File: config.mk
export PLATFORM = sky130hd
export DESIGN_NAME = song_recorder
export DESIGN_NICKNAME = d
export VERILOG_FILES = /design/src/rtl/song_pkg.sv /design/src/rtl/duration_counter.sv /design/src/rtl/song_recorder.sv
export SDC_FILE = /design/constraint.sdc
export NUM_CORES = 1
export LEC_CHECK = 0
export ABC_CLOCK_PERIOD_IN_PS = 3500
export CAP_MARGIN = 5
export CORE_MARGIN = 10
export CORE_UTILIZATION = 65
export CTS_CLUSTER_SIZE = 16
export DETAILED_ROUTE_END_ITERATION = 7
export DONT_BUFFER_PORTS = 1
export PLACE_DENSITY_LB_ADDON = 0.12
export SLEW_MARGIN = 40
export SYNTH_ARGS = -nofsm -noshare
export SYNTH_HDL_FRONTEND = slang
export SYNTH_SLANG_ARGS = --single-unit
File: constraint.sdc
create_clock -name clk -period 3.5 [get_ports clk]
set_input_delay 0.35 -clock clk [delete_from_list [all_inputs] [get_ports clk]]
set_output_delay 0.35 -clock clk [all_outputs]
set_load 0.1 [all_outputs]
File: src/rtl/song_pkg.sv
// Shared widths, markers and recorder state encoding for the song RAM
// reader/writer pair.
package song_pkg;

    localparam int NOTE_W  = 6;
    localparam int DUR_W   = 6;
    localparam int ENTRY_W = 12;

    localparam logic [NOTE_W-1:0]  NOTE_REST  = '0;
    localparam logic [ENTRY_W-1:0] END_MARKER = 12'h000;

    typedef enum logic [1:0] {
        ST_IDLE,
        ST_CAPTURE,
        ST_FLUSH,
        ST_TERM
    } rec_state_t;

    function automatic logic [ENTRY_W-1:0] make_entry(
        input logic [NOTE_W-1:0] note,
        input logic [DUR_W-1:0]  dur
    );
        return {note, dur};
    endfunction

endpackage

File: src/rtl/duration_counter.sv
// Beat-driven saturating duration counter; exposes next value so the
// recorder can decide on this cycle's beat without waiting a cycle.
import song_pkg::*;

module duration_counter #(
    parameter int MAX_DUR = 63
) (
    input  logic             clk,
    input  logic             reset,
    input  logic             clear,
    input  logic             beat,
    output logic [DUR_W-1:0] count,
    output logic [DUR_W-1:0] next,
    output logic             at_max
);

    localparam logic [DUR_W-1:0] MAX_V = DUR_W'(MAX_DUR);

    always_comb begin
        next = count;
        if (beat && count != MAX_V)
            next = count + DUR_W'(1);
    end

    assign at_max = (next == MAX_V);

    always_ff @(posedge clk) begin
        if (reset || clear)
            count <= '0;
        else
            count <= next;
    end

endmodule

File: src/rtl/song_recorder.sv
// Records live notes with their beat durations into the song RAM,
// closing each recording with an end-of-song marker.
import song_pkg::*;

module song_recorder #(
    parameter int IDX_W   = 5,
    parameter int MAX_DUR = 63
) (
    input  logic               clk,
    input  logic               reset,
    input  logic               record_button,
    input  logic [1:0]         song,
    input  logic               beat,
    input  logic [NOTE_W-1:0]  key_note,
    output logic               wr_en,
    output logic [IDX_W+1:0]   wr_addr,
    output logic [ENTRY_W-1:0] wr_data,
    output logic               recording,
    output logic               full
);

    localparam logic [IDX_W-1:0] LAST_DATA = IDX_W'((2 ** IDX_W) - 2);
    localparam logic [DUR_W-1:0] MAX_V     = DUR_W'(MAX_DUR);

    rec_state_t         state, state_n;
    logic [1:0]         song_l, song_n;
    logic [IDX_W-1:0]   idx, idx_n;
    logic [NOTE_W-1:0]  cur_note, note_n;
    logic               full_n;
    logic               do_wr;
    logic [ENTRY_W-1:0] wdata;
    logic               dur_clear;
    logic [DUR_W-1:0]   dur, dur_next;
    logic               dur_at_max;

    duration_counter #(
        .MAX_DUR(MAX_DUR)
    ) u_dur (
        .clk   (clk),
        .reset (reset),
        .clear (dur_clear),
        .beat  (beat),
        .count (dur),
        .next  (dur_next),
        .at_max(dur_at_max)
    );

    always_comb begin
        state_n   = state;
        song_n    = song_l;
        idx_n     = idx;
        note_n    = cur_note;
        full_n    = full;
        do_wr     = 1'b0;
        wdata     = END_MARKER;
        dur_clear = (state != ST_CAPTURE);

        unique case (state)
            ST_IDLE: begin
                if (record_button) begin
                    song_n  = song;
                    idx_n   = '0;
                    note_n  = key_note;
                    full_n  = 1'b0;
                    state_n = ST_CAPTURE;
                end
            end
            ST_CAPTURE: begin
                if (record_button) begin
                    state_n = (dur_next != '0) ? ST_FLUSH : ST_TERM;
                end else if (key_note != cur_note) begin
                    // A change before the first beat just retargets the note
                    note_n = key_note;
                    if (dur_next != '0) begin
                        do_wr     = 1'b1;
                        wdata     = make_entry(cur_note, dur_next);
                        dur_clear = 1'b1;
                    end
                end else if (beat && dur_at_max) begin
                    do_wr     = 1'b1;
                    wdata     = make_entry(cur_note, MAX_V);
                    dur_clear = 1'b1;
                end
            end
            ST_FLUSH: begin
                do_wr   = 1'b1;
                wdata   = make_entry(cur_note, dur);
                state_n = ST_TERM;
            end
            ST_TERM: begin
                do_wr   = 1'b1;
                wdata   = END_MARKER;
                state_n = ST_IDLE;
            end
            default: state_n = ST_IDLE;
        endcase

        // Data writes advance the index; the last slot is kept for the marker
        if (do_wr && state != ST_TERM) begin
            idx_n = idx + IDX_W'(1);
            if (idx == LAST_DATA) begin
                full_n  = 1'b1;
                state_n = ST_TERM;
            end
        end
    end

    always_ff @(posedge clk) begin
        if (reset) begin
            state    <= ST_IDLE;
            song_l   <= '0;
            idx      <= '0;
            cur_note <= '0;
            full     <= 1'b0;
            wr_en    <= 1'b0;
            wr_addr  <= '0;
            wr_data  <= '0;
        end else begin
            state    <= state_n;
            song_l   <= song_n;
            idx      <= idx_n;
            cur_note <= note_n;
            full     <= full_n;
            wr_en    <= do_wr;
            wr_addr  <= do_wr ? {song_l, idx} : '0;
            wr_data  <= do_wr ? wdata : '0;
        end
    end

    assign recording = (state != ST_IDLE);

endmodule

==> results.ini, run 1 <==
[run_status]
status = completed

[logic_synthesis]
syn_inst = 222
syn_avg_cell_area_sq_um = 8.85
synth_area_leader_cell = dfxtp_1
synth_ff_type = dfxtp_1
yosysWarnings = 0
ys_seq_area_frac = 0.428
async_reset_ff_frac = 0
ys_top_cells_by_count = 42 x dfxtp_1, 33 x nor2_1, 13 x inv_1
netlist_top_cells_area = dfxtp_1 43%, nor2_1 6.3%, ha_1 4.5%
synthesis.nets = 241
ys_types = 50
syn_area_sq_um = 1960
synth_seq_cells = 42
synth_edf_count = 0
synth_most_common_cell = dfxtp_1
netlist.area_leader.share = 0.428

[placed_design]
port_buffers = 0
dp_slack_ns = 0.771
dpl.hpwl_um = 3270
gp_congestion = 0.831
postPlaceCellArea_sq_um = 1960
dp_cells = 242

[worst_setup_path]
setup.worst_path.start = u_dur.count[0]$_SDFF_PP0_
cp-start-kind = flop
r2r_slack_ns = 0.71
critPathArrivalTime_ns = 3.02
ff2ff_path_depth = 8
worstPathRequired_ns = 3.73
rr_endpoint = idx[2]$_SDFFE_PP0P_
crit_type = flop to flop
critical_path.endpoint = idx[2]$_SDFFE_PP0P_
r2r_start = u_dur.count[0]$_SDFF_PP0_
path_max_fanout = 11
end_kind = flop

[detailed_routing]
dr.pass1.iters = 4
drc = 0
drt_iter0_drc = 89
wl_per_cell_um = 17.1
final_antenna_net_count = 0
vias = 1528
vias_per_cell = 6.14
wl_um = 4250

[floorplan]
start_util = 0.694
ios = 34
core_area_sq_um = 2830
die_x_um = 75.0
die_height_um = 75.0
die_area_sq_um = 5620
fp-row-count = 19

[timing]
rsz0062_at_grt = false
setup_ws_ns = 0.707
final_max_slew_viol_count = 0
worst_clock_skew_ns = 0.0107
setup_violations = 0
period_minus_slack_ns = 2.79
max_slew_margin = 0.591
hold_violations = 0
fin_tns_setup_ns = 0
min_period_over_period = 0.798
worst_pin_slew_ns = 0.607
fmax_mhz = 358

[final_layout]
drive_gt1_frac = 0.165
syn_to_final_growth_pct = 3.76
n_antenna_cell = 0
fin_nets = 237
finalInstanceArea_sq_um = 2040
fin_cells = 249

[clock_tree]
numCtsBuffers = 5
clk_pin_slew_ns = 0.12
cts.htree.levels = 2
clkSinkCount = 42
cts.repair.resized = 0
cts_buffer_depth = 2
clock_latency_ns = 0.34
cts.hold.buffers_added = 0
clockRootBuffer = clkbuf_4
cts_tree = yes
cts_setup_buffers = 0

[grt]
grt_start_max_net_pins = 16
grt_pass1_wl_um = 7030
grt_usage = 0.161
grt_antenna_before_repair = 0
grt_pass1_vias = 1491
grt_overflow = 0

[power_and_ir_drop]
powerDensity_nw_per_um2 = 461
max-vdd-ir-drop_mv = 0.260
finalPower_w = 0.000939
leakagePower_nw = 0.810

[worst_hold_path]
hp-class = input port to flop
whs_path_depth = 1

[run]
cap_violations = 0

## state kept, by name, indices dropped and copies added, names as in the netlist
register and count:
wr_en 1, u_dur.count 6, wr_addr 7, song_l 2, full 1, idx 5, wr_data 12, cur_note 6
state 2
## where the power goes
group	leakage [nW]	switching (W)	internal (W)
combinational	0.415	0.0000759	0.0000427
sequential	0.351	0.0000171	0.000491
clock	0.0443	0.000146	0.000166
total	0.810	0.000239	0.000700
## worst min-delay path by stage
| stage | start | end |
|---|---|---|
| after global routing | reset | song_l[0]$_SDFFE_PP0P_ |
| final | reset | song_l[0]$_SDFFE_PP0P_ |
| after CTS | reset | cur_note[1]$_SDFFE_PP0P_ |
| after floorplan | song_l[0]$_SDFFE_PP0P_ | wr_addr[5]$_SDFF_PP0_ |
| after global placement | song_l[0]$_SDFFE_PP0P_ | wr_addr[5]$_SDFF_PP0_ |
| after detailed placement | song_l[1]$_SDFFE_PP0P_ | wr_addr[6]$_SDFF_PP0_ |
## metal layers
| metal | part of all wire | GRT usage |
|---|---|---|
| met5 | 0 | 0 |
| met4 | 0.017 | 0.0504 |
| met3 | 0.080 | 0.0657 |
| met2 | 0.50 | 0.272 |
| met1 | 0.40 | 0.180 |
## per-stage QoR
stage	hold slack, ns	util
floorplan	0.409	-
global placement	0.417	0.682
detailed placement	0.415	0.692
CTS	0.0554	0.720
global route	0.0371	0.720
finish	0.0625	0.720
## cells by family (layout without fill, tap and decap cells)
group	after synthesis	after routing	share of synthesized area
XOR/XNOR	9	9	0.0401
buffers and inverters	24	20	0.0618
AND/OR/NAND/NOR	86	86	0.225
flip-flops	42	42	0.428
AO/OA/AOI/OAI	46	46	0.159
multiplexers	8	8	0.0414
adder cells (fa/ha/maj)	7	7	0.0446
## cell usage in the layout, fill, tap and decap left out, types with 2 or more instances in the layout
cell,n
ha_1,7
xnor2_1,6
clkbuf_4,5
a211oi_1,3
a2bb2oi_1,2
a21oi_1,7
or2_1,2
nand2_1,9
nor4_1,2
xor2_1,3
inv_1,12
nor2_1,33
o21ai_0,11
a21o_1,2
dfxtp_2,21
and3_1,4
dfxtp_1,21
nand4_1,4
a31o_2,2
nand2b_1,3
o21ai_1,3
mux2i_1,7
a22oi_1,4
nor3_1,2
nand3_1,9
nor2b_1,3
and2_1,7
## worst max-delay path, stage by stage (launching register included)
cell and delay, ns:
dfxtp_1 0.55, ha_1 0.38, nand2_1 0.11, nor4_1 0.27
o311ai_1 0.18, or2_1 0.25, a31o_1 0.33, and3b_1 0.26
a311o_1 0.35
## area by class of cell
type	instances	area, sq um
clock buffers	6	51.3
clock inverters	1	30.0
fillers	232	791
inverters	13	48.8
multi-input cells	156	1000
flip-flops and latches	42	867
well taps	31	38.8
No activity file was read; power rests on OpenSTA's default activity.
==> run 2: changes to the inputs <==
- ABC_AREA: unset -> 1
- ABC_CLOCK_PERIOD_IN_PS: 3500 -> 2610
- CORE_UTILIZATION: 65 -> 62
- clock period: 3.5 -> 2.61 ns (I/O delays scaled with it)
==> run 2 against run 1 <==
- global-route usage down 2.3 points
- clock skew down 0.0072 ns
- final cell count up 24%
- clock-buffer cell count up 1
- synthesized cell count up 17%
- hold slack worse by 0.0098 ns
- fmax up 20%
- wire length down 1.2%
- combinational power up 25%
- non-clock buffer count up 2
- critical path depth up 9
- sequential power up 34%
- highest routed layer unchanged
==> results.ini, run 2 <==
[run_status]
status = completed

[timing]
worst_pin_slew_ns = 0.521  ; -0.0860 ns
period_minus_slack_ns = 2.32  ; -0.473 ns
fmax_mhz = 431  ; +20%
worst_clock_skew_ns = 0.00351  ; -0.00722 ns
max_slew_margin = 0.652  ; +0.0616
setup_violations = 0  ; unchanged
hold_violations = 0  ; unchanged
final_max_slew_viol_count = 0  ; unchanged
min_period_over_period = 0.889  ; +0.0909
rsz0062_at_grt = false
fin_tns_setup_ns = 0  ; unchanged

[power_and_ir_drop]
powerDensity_nw_per_um2 = 571  ; +24%
power.share.clock = 0.326  ; -0.007
p_sw_frac = 0.262  ; +0.00705
leakagePower_nw = 0.866  ; +6.9%
total_switching_power_w = 0.000322  ; +34%
p_int_w = 0.000907  ; +30%
seq_power_share = 0.553  ; +0.012
pwr-share-comb = 0.121  ; -0.005
max-vdd-ir-drop_mv = 0.306  ; +18%

[final_layout]
largest_reg_flops = 12  ; unchanged
final_cell_mix = 37 x nand2_1, 32 x nor2_1, 30 x inv_1
mostFrequentLayoutCell = nand2_1
fin_nets = 282  ; +19%
regMostFlops = wr_data
utilization = 0.698  ; -0.0221
syn_to_final_growth_pct = 7.31
finalInstanceArea_sq_um = 2150  ; +5.5%
largestRegisters = wr_data (12), wr_addr (7)
n_antenna_cell = 0  ; unchanged
drive_gt1_frac = 0.216  ; +0.0508

[detailed_routing]
final_antenna_net_count = 0  ; unchanged
wl_per_cell_um = 13.6  ; -20%
vias_per_cell = 5.57  ; -9.2%
wl_um = 4200  ; -1.2%
dr.pass1.iters = 4  ; unchanged
vias = 1717  ; +12%
drc = 0  ; unchanged
drt_iter0_drc = 76  ; -15%

[grt]
grt_pass1_vias = 1575  ; +5.6%
grt_overflow = 0  ; unchanged
grt_antenna_before_repair = 0  ; unchanged
grt_pass1_wl_um = 6890  ; -2.1%
grt_usage = 0.138  ; -0.0227
grt_start_max_net_pins = 13  ; -3

[floorplan]
ios = 34  ; unchanged
fp-row-count = 20  ; +1
die_height_um = 76.8  ; +2.5%
die_area_sq_um = 5900  ; +5.0%
core_area_sq_um = 3080  ; +8.8%
die_x_um = 76.8  ; +2.5%
start_util = 0.651  ; -0.0436

[logic_synthesis]
synthesis.nets = 279  ; +16%
ys_top_cells_by_count = 42 x dfxtp_1, 37 x nand2_1, 32 x nor2_1
yosysWarnings = 0  ; unchanged
synth_area_leader_cell = dfxtp_1
syn_avg_cell_area_sq_um = 7.70  ; -13%
async_reset_ff_frac = 0  ; unchanged
synth_edf_count = 0  ; unchanged
netlist.area_leader.share = 0.420  ; -0.00829
synth_most_common_cell = dfxtp_1
ys_types = 29  ; -42%
synth_ff_type = dfxtp_1
syn_inst = 260  ; +17%
netlist_top_cells_area = dfxtp_1 42%, nand2_1 6.9%, nor2_1 6.0%
ys_seq_area_frac = 0.420  ; -0.00829
synth_seq_cells = 42  ; unchanged
syn_area_sq_um = 2000  ; +2.0%

[clock_tree]
cts.htree.levels = 2  ; unchanged
clkSinkCount = 42  ; unchanged
cts_tree = yes
clk_pin_slew_ns = 0.12  ; about the same
clockRootBuffer = clkbuf_4
numCtsBuffers = 5  ; unchanged
clock_latency_ns = 0.34  ; about the same
cts_buffer_depth = 2  ; unchanged

[worst_setup_path]
path_max_fanout = 11  ; unchanged
cp-start-kind = flop
crit_type = flop to flop
end_kind = flop
critPathArrivalTime_ns = 2.59  ; -0.43 ns
worstPathRequired_ns = 2.87  ; -0.86 ns

[placed_design]
port_buffers = 0  ; unchanged
gp_congestion = 0.926  ; +11%
postPlaceCellArea_sq_um = 2050  ; +5.0%
dpl.hpwl_um = 3250  ; -0.62%

[run]
cap_violations = 0  ; unchanged

[worst_hold_path]
hp-class = input port to flop

run 2: area by class of cell:
type | count | area, sq um
tap | 44 | 55.1
clock inverter | 1 | 30.0
fill | 264 | 928
inverter | 32 | 120
sequential | 42 | 870
multi-input combinational | 180 | 1010
clock buffer | 7 | 45.0
timing repair buffer | 2 | 17.5
run 2: per-stage QoR:
stage	total power (W)	worst slack [ns]	hold slack, ns	cells
after CTS	0.00124	0.0957	0.0510	308
after global routing	0.00127	0.0714	0.0381	308
final	0.00123	0.290	0.0526	308
after detailed placement	0.000837	0.140	0.329	299
after floorplan	0.000811	0.0312	0.396	260
after global placement	0.000833	0.222	0.331	299
run 2: cells by family (layout without fill, tap and decap cells):
group	count (synthesis)	in the layout	synth area share
flops	42	42	0.420
xor+xnor	9	9	0.0394
simple gates	118	118	0.290
fa+ha+maj	7	7	0.0437
compound gates	46	46	0.128
buf+inv	38	42	0.0787
run 2: routing by layer:
| layer | vias to the layer above | GRT usage | wire [um] |
|---|---|---|---|
| met5 | - | 0 | 0 |
| met4 | 0 | 0.0558 | 59 |
| met3 | 9 | 0.0466 | 394 |
| met2 | 73 | 0.222 | 1980 |
| met1 | 787 | 0.165 | 1760 |
| li1 | 848 | - | - |
run 2: worst paths after layout:
check                           slack (ns)  cells after the start                        to                       from
worst min-delay path                  0.05                      2  cur_note[2]$_SDFFE_PP0P_                key_note[2]
worst min register to register        0.44                      2     wr_addr[5]$_SDFF_PP0_     song_l[0]$_SDFFE_PP0P_
worst max-delay path                  0.29                     17    wr_data[11]$_SDFF_PP0_  u_dur.count[1]$_SDFF_PP0_
worst max register to register        0.29                     17    wr_data[11]$_SDFF_PP0_  u_dur.count[1]$_SDFF_PP0_
run 2: power by group through the flow:
stage	logic, W	clock network, W	registers (W)
3_3_place_gp	0.000140	0	0.000693
2_1_floorplan	0.000121	0	0.000689
5_1_grt	0.000164	0.000429	0.000682
3_5_place_dp	0.000143	0	0.000694
4_1_cts	0.000147	0.000411	0.000679
6_report	0.000149	0.000401	0.000679
run 2: critical path, stage by stage (launching register included):
cell	delay [ns]
dfxtp_2	0.40
ha_2	0.23
nand2_2	0.08
nor2_4	0.13
nand2_4	0.09
nand2_4	0.09
nand2_1	0.06
nand2_1	0.09
nand2_1	0.06
nor2_1	0.08
nand3_1	0.08
nand2_2	0.13
nand3_2	0.11
nand2_4	0.12
nand3_4	0.12
inv_2	0.11
nand2_4	0.12
nor3_1	0.14
run 2: what timing repair did:
action | CTS | global route
buffers inserted | 0 | 0
hold endpoints to repair | 7 | 0
gates resized for setup | 0 | 4
endpoints found under the setup margin | 0 | 12
hold buffers | 1 | 0
